### src/rtl/median_seq.sv
// Sequencer for a compare-exchange median sorter: loads SIZE samples, runs (SIZE-1)/2+1 compare passes, strobes DSO.
// Optional sticky protocol-error flag ERR is built only when MEDIAN_SEQ_ERR_EN is defined.
module median_seq #(
   parameter int SIZE = 9
) (
   input  logic clk,
   input  logic nRST,
   input  logic DSI,
   output logic MED_DSI,
   output logic MED_BYP,
   output logic DSO,
   output logic BUSY
`ifdef MEDIAN_SEQ_ERR_EN
   ,
   output logic ERR
`endif
);

   localparam int CNT_W  = $clog2(SIZE);
   localparam int PASS_W = $clog2((SIZE + 1) / 2);

   localparam logic [CNT_W-1:0]  LAST_LOAD = CNT_W'(SIZE - 1);
   localparam logic [CNT_W-1:0]  LAST_CMP  = CNT_W'(SIZE - 2);
   localparam logic [PASS_W-1:0] LAST_PASS = PASS_W'((SIZE - 1) / 2);

   typedef enum logic [2:0] {IDLE, LOAD, CMP, BYP, DONE} state_t;

   state_t              r_state;
   logic [CNT_W-1:0]    r_cnt;
   logic [PASS_W-1:0]   r_pass;
   logic                r_dso;
   logic                r_busy;
   logic                r_byp;
   logic                w_loadPhase;

   // Outputs are registered against the next state; defaults cover the common case.
   always_ff @(posedge clk) begin
      if (!nRST) begin
         r_state <= IDLE;
         r_cnt   <= '0;
         r_pass  <= '0;
         r_dso   <= 1'b0;
         r_busy  <= 1'b0;
         r_byp   <= 1'b1;
      end else begin
         r_dso  <= 1'b0;
         r_busy <= 1'b1;
         r_byp  <= 1'b1;
         case (r_state)
            IDLE, DONE: begin
               r_pass <= '0;
               if (DSI) begin
                  r_state <= LOAD;
                  r_cnt   <= CNT_W'(1);
               end else begin
                  r_state <= IDLE;
                  r_cnt   <= '0;
                  r_busy  <= 1'b0;
               end
            end
            LOAD: begin
               if (!DSI) begin
                  r_state <= IDLE;
                  r_cnt   <= '0;
                  r_pass  <= '0;
                  r_busy  <= 1'b0;
               end else if (r_cnt == LAST_LOAD) begin
                  r_state <= CMP;
                  r_cnt   <= '0;
                  r_pass  <= '0;
                  r_byp   <= 1'b0;
               end else begin
                  r_cnt <= r_cnt + CNT_W'(1);
               end
            end
            CMP: begin
               if (r_cnt == LAST_CMP) begin
                  r_cnt <= '0;
                  if (r_pass < LAST_PASS) begin
                     r_state <= BYP;
                  end else begin
                     r_state <= DONE;
                     r_dso   <= 1'b1;
                  end
               end else begin
                  r_cnt <= r_cnt + CNT_W'(1);
                  r_byp <= 1'b0;
               end
            end
            BYP: begin
               r_state <= CMP;
               r_cnt   <= '0;
               r_pass  <= r_pass + PASS_W'(1);
               r_byp   <= 1'b0;
            end
            default: begin
               r_state <= IDLE;
               r_cnt   <= '0;
               r_pass  <= '0;
               r_busy  <= 1'b0;
            end
         endcase
      end
   end

   // Gating with nRST keeps the sorter quiet for the whole reset cycle, not just after the edge.
   assign w_loadPhase = (r_state == IDLE) || (r_state == LOAD) || (r_state == DONE);
   assign MED_DSI     = DSI & w_loadPhase & nRST;
   assign MED_BYP     = r_byp | ~nRST;
   assign DSO         = r_dso & nRST;
   assign BUSY        = r_busy & nRST;

`ifdef MEDIAN_SEQ_ERR_EN
   logic r_err;

   // Sticky: an aborted load or a strobe during sorting means the upstream framing is broken.
   always_ff @(posedge clk) begin
      if (!nRST) begin
         r_err <= 1'b0;
      end else if (((r_state == LOAD) && !DSI) ||
                   (((r_state == CMP) || (r_state == BYP)) && DSI)) begin
         r_err <= 1'b1;
      end
   end

   assign ERR = r_err;
`endif

endmodule

### config.mk
export PLATFORM = sky130hd
export DESIGN_NAME = median_seq
export DESIGN_NICKNAME = d
export VERILOG_FILES = /design/src/rtl/median_seq.sv
export SDC_FILE = /design/constraint.sdc
export NUM_CORES = 1
export LEC_CHECK = 0
export BUFFER_PORTS_ARGS = -buffer_cell sky130_fd_sc_hd__buf_2
export CORE_MARGIN = 2
export CORE_UTILIZATION = 54
export CTS_BUF_LIST = sky130_fd_sc_hd__clkbuf_16
export CTS_CLUSTER_DIAMETER = 30
export DETAILED_ROUTE_END_ITERATION = 7
export HOLD_SLACK_MARGIN = 0.02
export PLACE_DENSITY = 0.74
export RECOVER_POWER = 25
export SLEW_MARGIN = 15
export SYNTH_ARGS = -nofsm -noshare
export SYNTH_HDL_FRONTEND = slang
export SYNTH_SLANG_ARGS = --single-unit
### constraint.sdc
create_clock -name clk -period 1.32 [get_ports clk]
set_input_delay 0.264 -clock clk [delete_from_list [all_inputs] [get_ports clk]]
set_output_delay 0.264 -clock clk [all_outputs]
set_load 0.005 [all_outputs]
# Word-level counts from Yosys, hierarchy flattened
# Index checks and enable logic that the tools add are counted.
dict set report op_classes {
  n_addsub 2
  n_lt_le_gt_ge 1
  eq_ne 8
  n_mux 21
  n_bitwise 7
  reduce_logical 9
}
# operator n
set op_table {}
lappend op_table {{2-to-1 mux 3 bit} 6}
lappend op_table {{2-to-1 mux 4 bit} 3}
lappend op_table {{one-hot mux 3 bit (4 select lines)} 1}
lappend op_table {{one-hot mux 4 bit (3 select lines)} 1}
lappend op_table {{one-hot mux 3 bit (3 select lines)} 1}
lappend op_table {{2-to-1 mux 1 bit} 7}
lappend op_table {{equality test 3 x 2 -> 1 bit, second input constant} 2}
lappend op_table {{adder 4 x 1 -> 4 bit, second input constant} 1}
lappend op_table {{AND 1 bit} 4}
lappend op_table {{equality test 4 x 3 -> 1 bit, second input constant} 1}
lappend op_table {{equality test 4 bit, second input constant} 1}
lappend op_table {{AND reduction 2 bit} 2}
lappend op_table {{OR reduction 2 bit} 2}
lappend op_table {{adder 3 x 1 -> 3 bit, second input constant} 1}
lappend op_table {{equality test 3 x 1 -> 1 bit, second input constant} 1}
lappend op_table {{equality test 3 bit, second input constant} 1}
lappend op_table {{logical NOT 3 bit} 1}
lappend op_table {{< comparator 3 bit, second input constant} 1}
lappend op_table {{inequality test 3 bit, second input constant} 1}
lappend op_table {{one-hot mux 1 bit (3 select lines)} 1}
lappend op_table {{AND reduction 3 bit} 1}
lappend op_table {{OR reduction 3 bit} 1}
lappend op_table {{logical OR 1 bit} 2}
lappend op_table {{inequality test 2 bit, second input constant} 1}
lappend op_table {{other kinds (3)} 4}
dict set report word_totals {
  reg_bits 13
  inputBits 3
  out_inout_bits 4
  elab_cells 54
}

# Depth between registers and ports, before layout
dict set report depth {
  word_depth 5
  mapped_depth 5
}

# Worst setup path before layout
# Ideal clock, no wire load.
dict set report synth_timing {
  path_type {input to output}
  start {in nRST}
  end {out MED_DSI}
  arrival_time_ps 965
  path_slack_ps 91
  path_stages 3
  path_buffers 1
  cell_sequence {buf_2 > inv_1 > a2111oi_0}
}
dict set report synth_via {
  elab_chain_cells 1
}
# element line
set synth_lines {}
lappend synth_lines {{start, declared} 7} ;# input logic nRST,
lappend synth_lines {{AND 1 bit} 108} ;# assign MED_DSI = DSI & w_loadPhase & nRST;
lappend synth_lines {{end, declared} 9} ;# output logic MED_DSI,
# No other way between the ends.

# Worst setup path after layout
dict set report layout_timing {
  start {reg r_state[2]}
  end {out MED_DSI}
}
dict set report layout_via {
  elab_chain_cells 5
}
# element line
set layout_lines {}
lappend layout_lines {{start, declared} 28} ;# state_t r_state;
lappend layout_lines {{start signal, assigned} 39} ;# r_state <= IDLE;
lappend layout_lines {{start signal, assigned} 53} ;# r_state <= LOAD;
lappend layout_lines {{start signal, assigned} 56} ;# r_state <= IDLE;
lappend layout_lines {{equality test 3 x 1 -> 1 bit or logical NOT 3 bit (tied branches)} 107} ;# assign w_loadPhase = (r_state == IDLE) || (r_state == LOAD) || (r_state == DONE);
lappend layout_lines {{logical OR 1 bit} 107}
lappend layout_lines {{logical OR 1 bit (*)} 107}
lappend layout_lines {{AND 1 bit (*) (2 in series)} 108}
# Every way passes the cells marked *; elsewhere a longest branch is shown, timed or not.

==> flow_summary.yaml <==
floorplan:
  pin_count: 7
  core-area_mm2: 0.00116
  die_x_um: 40.0
  initial_core_util_pct: 60.6
  chipHeight_um: 40.0
  fp-row-count: 12
  die-area_mm2: 0.00160
timing:
  max_clock_freq_mhz: 747
  relSlewSlack_pct: 77.8
  clock_skew_ns: 0.00575
  worst_pin_slew_ns: 0.330
  drv_slew: 0
  fin_crit_ns: 1.34
  setup_viol: 1
  timing.hold.ws_ns: 0.290
  finalHoldViolCount: 0
  period_share_pct: 101
  rsz0062_at_grt: "yes"
  fin_ws_ns: -0.0178
place:
  dp_slack_ns: 0.0506
  place_congestion: 0.770
  place.port_buffers: 6
  dp_hpwl_um: 980
  dp_cells: 94
yosys:
  synth_cells: 74
  synth_top_flop_cell: "dfxtp_1"
  yosysUniqueCellTypes: 36
  synth-edff-count: 0
  synth.area.top_cells: "dfxtp_1, ha_1, buf_6"
  syn_area_um2: 701
  synth_common_cells: "dfxtp_1, inv_1, a21oi_1, nor3_1"
  synth_seq_cells: 13
  syn_avg_cell_area_um2: 9.47
  syn-num-nets: 80
  ys_seq_area_share_pct: 37.1
  synth_top_area_share_pct: 37.1
  yosysTopAreaCell: "dfxtp_1"
  ys_warn_count: 0
  yosysMostFrequentCell: "dfxtp_1"
  synth-async-reset-ratio_pct: 0
pwr:
  leakagePower_nw: 0.357
  p_total_w: 0.00106
  p_clk_share_pct: 54.1
  p_seq_share_pct: 38.4
  switching_share_pct: 21.1
  p_int_w: 0.000840
  power.density_mw_per_mm2: 1170
  irDropWorstVdd_v: 0.00114
  switchingPower_w: 0.000224
  p_comb_share_pct: 7.5
min_path:
  hold_path_class: "in2reg"
  worstHoldPathCells: 2
  holdPathEnd: "r_busy"
  holdCritStartpoint: "DSI"
clocking:
  cts_tree: "built"
  insertion_delay_ns: 0.25
  cts-root-buf: "clkbuf_16"
  cts_buffers: 3
  clk_pin_slew_ns: 0.05
  htreeDepth: 1
  cts.sinks: 13
  cts_buffer_depth: 2
  cts_hold_buffers: 0
cells_and_area:
  diodes: 0
  drive_above_1_share_pct: 35.6
  postLayoutCoreUtil_pct: 78.8
  area_growth_pct: 30.0
  stdcell_count: 104
  fin_nets: 97
routing:
  drt-initial-drc-count: 13
  wl_per_cell_um: 15.4
  ant_nets: 0
  totalWireLength_um: 1600
  drc_errors: 0
  vias: 620
  routed_via_density: 5.96
  drt-pass1-iter-count: 4
critical_path:
  r2r_setup_slack_ns: 0
  critPathMaxFanout: 2
  worst-r2r-cell-count: 6
  cp.required_ns: 1.06
  worstPathArrival_ns: 1.07
  start_kind: "register"
  crit_path_end_kind: "output port"
  crit_chain: "a2111oi_4 -> buf_2"
  cp_slowest_stage_delay_ns: 0.35
  cpLargestDelayFamily: "flip-flops"
  setup.worst_path.class: "reg2out"
  crit_buf_inv: 1
  r2r_start: "r_cnt[0]"
  worstReg2RegEnd: "r_byp"
  startpoint: "r_state[2]"
  slowest_stage: "dfxtp_4"
grt:
  grt_pass1_wl_um: 2390
  grt_pass1_vias: 549
  grt_max_degree: 14
  grt_use_total_pct: 23.3
  antenna_found_initial: 0
  overflow: 0
run_status:
  status: "finished with violations"
  violations: "negative setup slack"
job:
  max-cap-violations: 0
## area by class of cell
type                    count  area, um^2
repair buffers             16         104
flip-flops and latches     13         272
clock inverters             1        3.75
fillers                    79         245
well taps                  14        17.5
inverters                   5        18.8
multi-input cells          52         420
clock buffers               3        75.1
## cell families after synthesis
family	after synthesis	synth area share, %
and+or+nand+nor	26	24.3
xor gates and xnor gates	2	2.50
muxes	1	1.61
DFF	13	37.1
adders and majority gates	3	5.36
buffers and inverters	9	7.32
AOI/OAI and AO/OA	20	21.8
## flip-flops by register name (all words and copies together) (netlist names)
name and count:
r_pass 3, r_busy 1, r_cnt 4, r_dso 1, r_byp 1, r_state 3
## per-stage QoR
| stage | area [um^2] | TNS [ns] |
|---|---|---|
| finish | 911 | -0.0178 |
| global route | 911 | -0.219 |
| CTS | 858 | -0.0184 |
| detailed placement | 746 | 0 |
| global placement | 746 | 0 |
| floorplan | 701 | 0 |
## power groups by stage
stage	registers (W)	logic, W	clock network [W]
2_1_floorplan	0.000413	0.0000453	0
3_3_place_gp	0.000418	0.0000550	0
3_5_place_dp	0.000419	0.0000548	0
4_1_cts	0.000411	0.0000611	0.000575
5_1_grt	0.000409	0.0000878	0.000603
6_report	0.000408	0.0000800	0.000576
## layout by cell type (no fill, tap or decap), types with 3 or more instances in the layout
cell | netlist | layout
dfxtp_1 | 13 | 8
inv_1 | 5 | 6
o21ai_1 | 3 | 3
buf_2 | 2 | 5
nand2_1 | 3 | 3
nor3_1 | 4 | 4
buf_4 | 0 | 10
dfxtp_2 | 0 | 3
a21oi_1 | 4 | 4
nor2_1 | 3 | 3
clkbuf_16 | 0 | 3
## worst max path at each step
stage | end | slack (ns) | cells after the start
after floorplan | MED_DSI | 0.09 | 3
after global placement | r_state[0] | 0.09 | 3
after detailed placement | r_cnt[2] | 0.05 | 3
after CTS | MED_DSI | -0.02 | 2
after global routing | MED_DSI | -0.09 | 2
final | MED_DSI | -0.02 | 2
## routing by layer
layer,GRT usage (%),vias to the layer above,wire length (um)
met3,6.67,5,69
met4,10.3,0,53
met1,26.1,292,717
li1,-,304,-
met5,0,-,0
met2,40.3,19,762
## repair_timing
item | CTS | global route
setup buffers | 1 | 5
pin swaps | 0 | 3
gates resized for setup | 7 | 6
setup endpoints to repair | 1 | 11
Note: power is estimated with default switching activity, not from simulation.
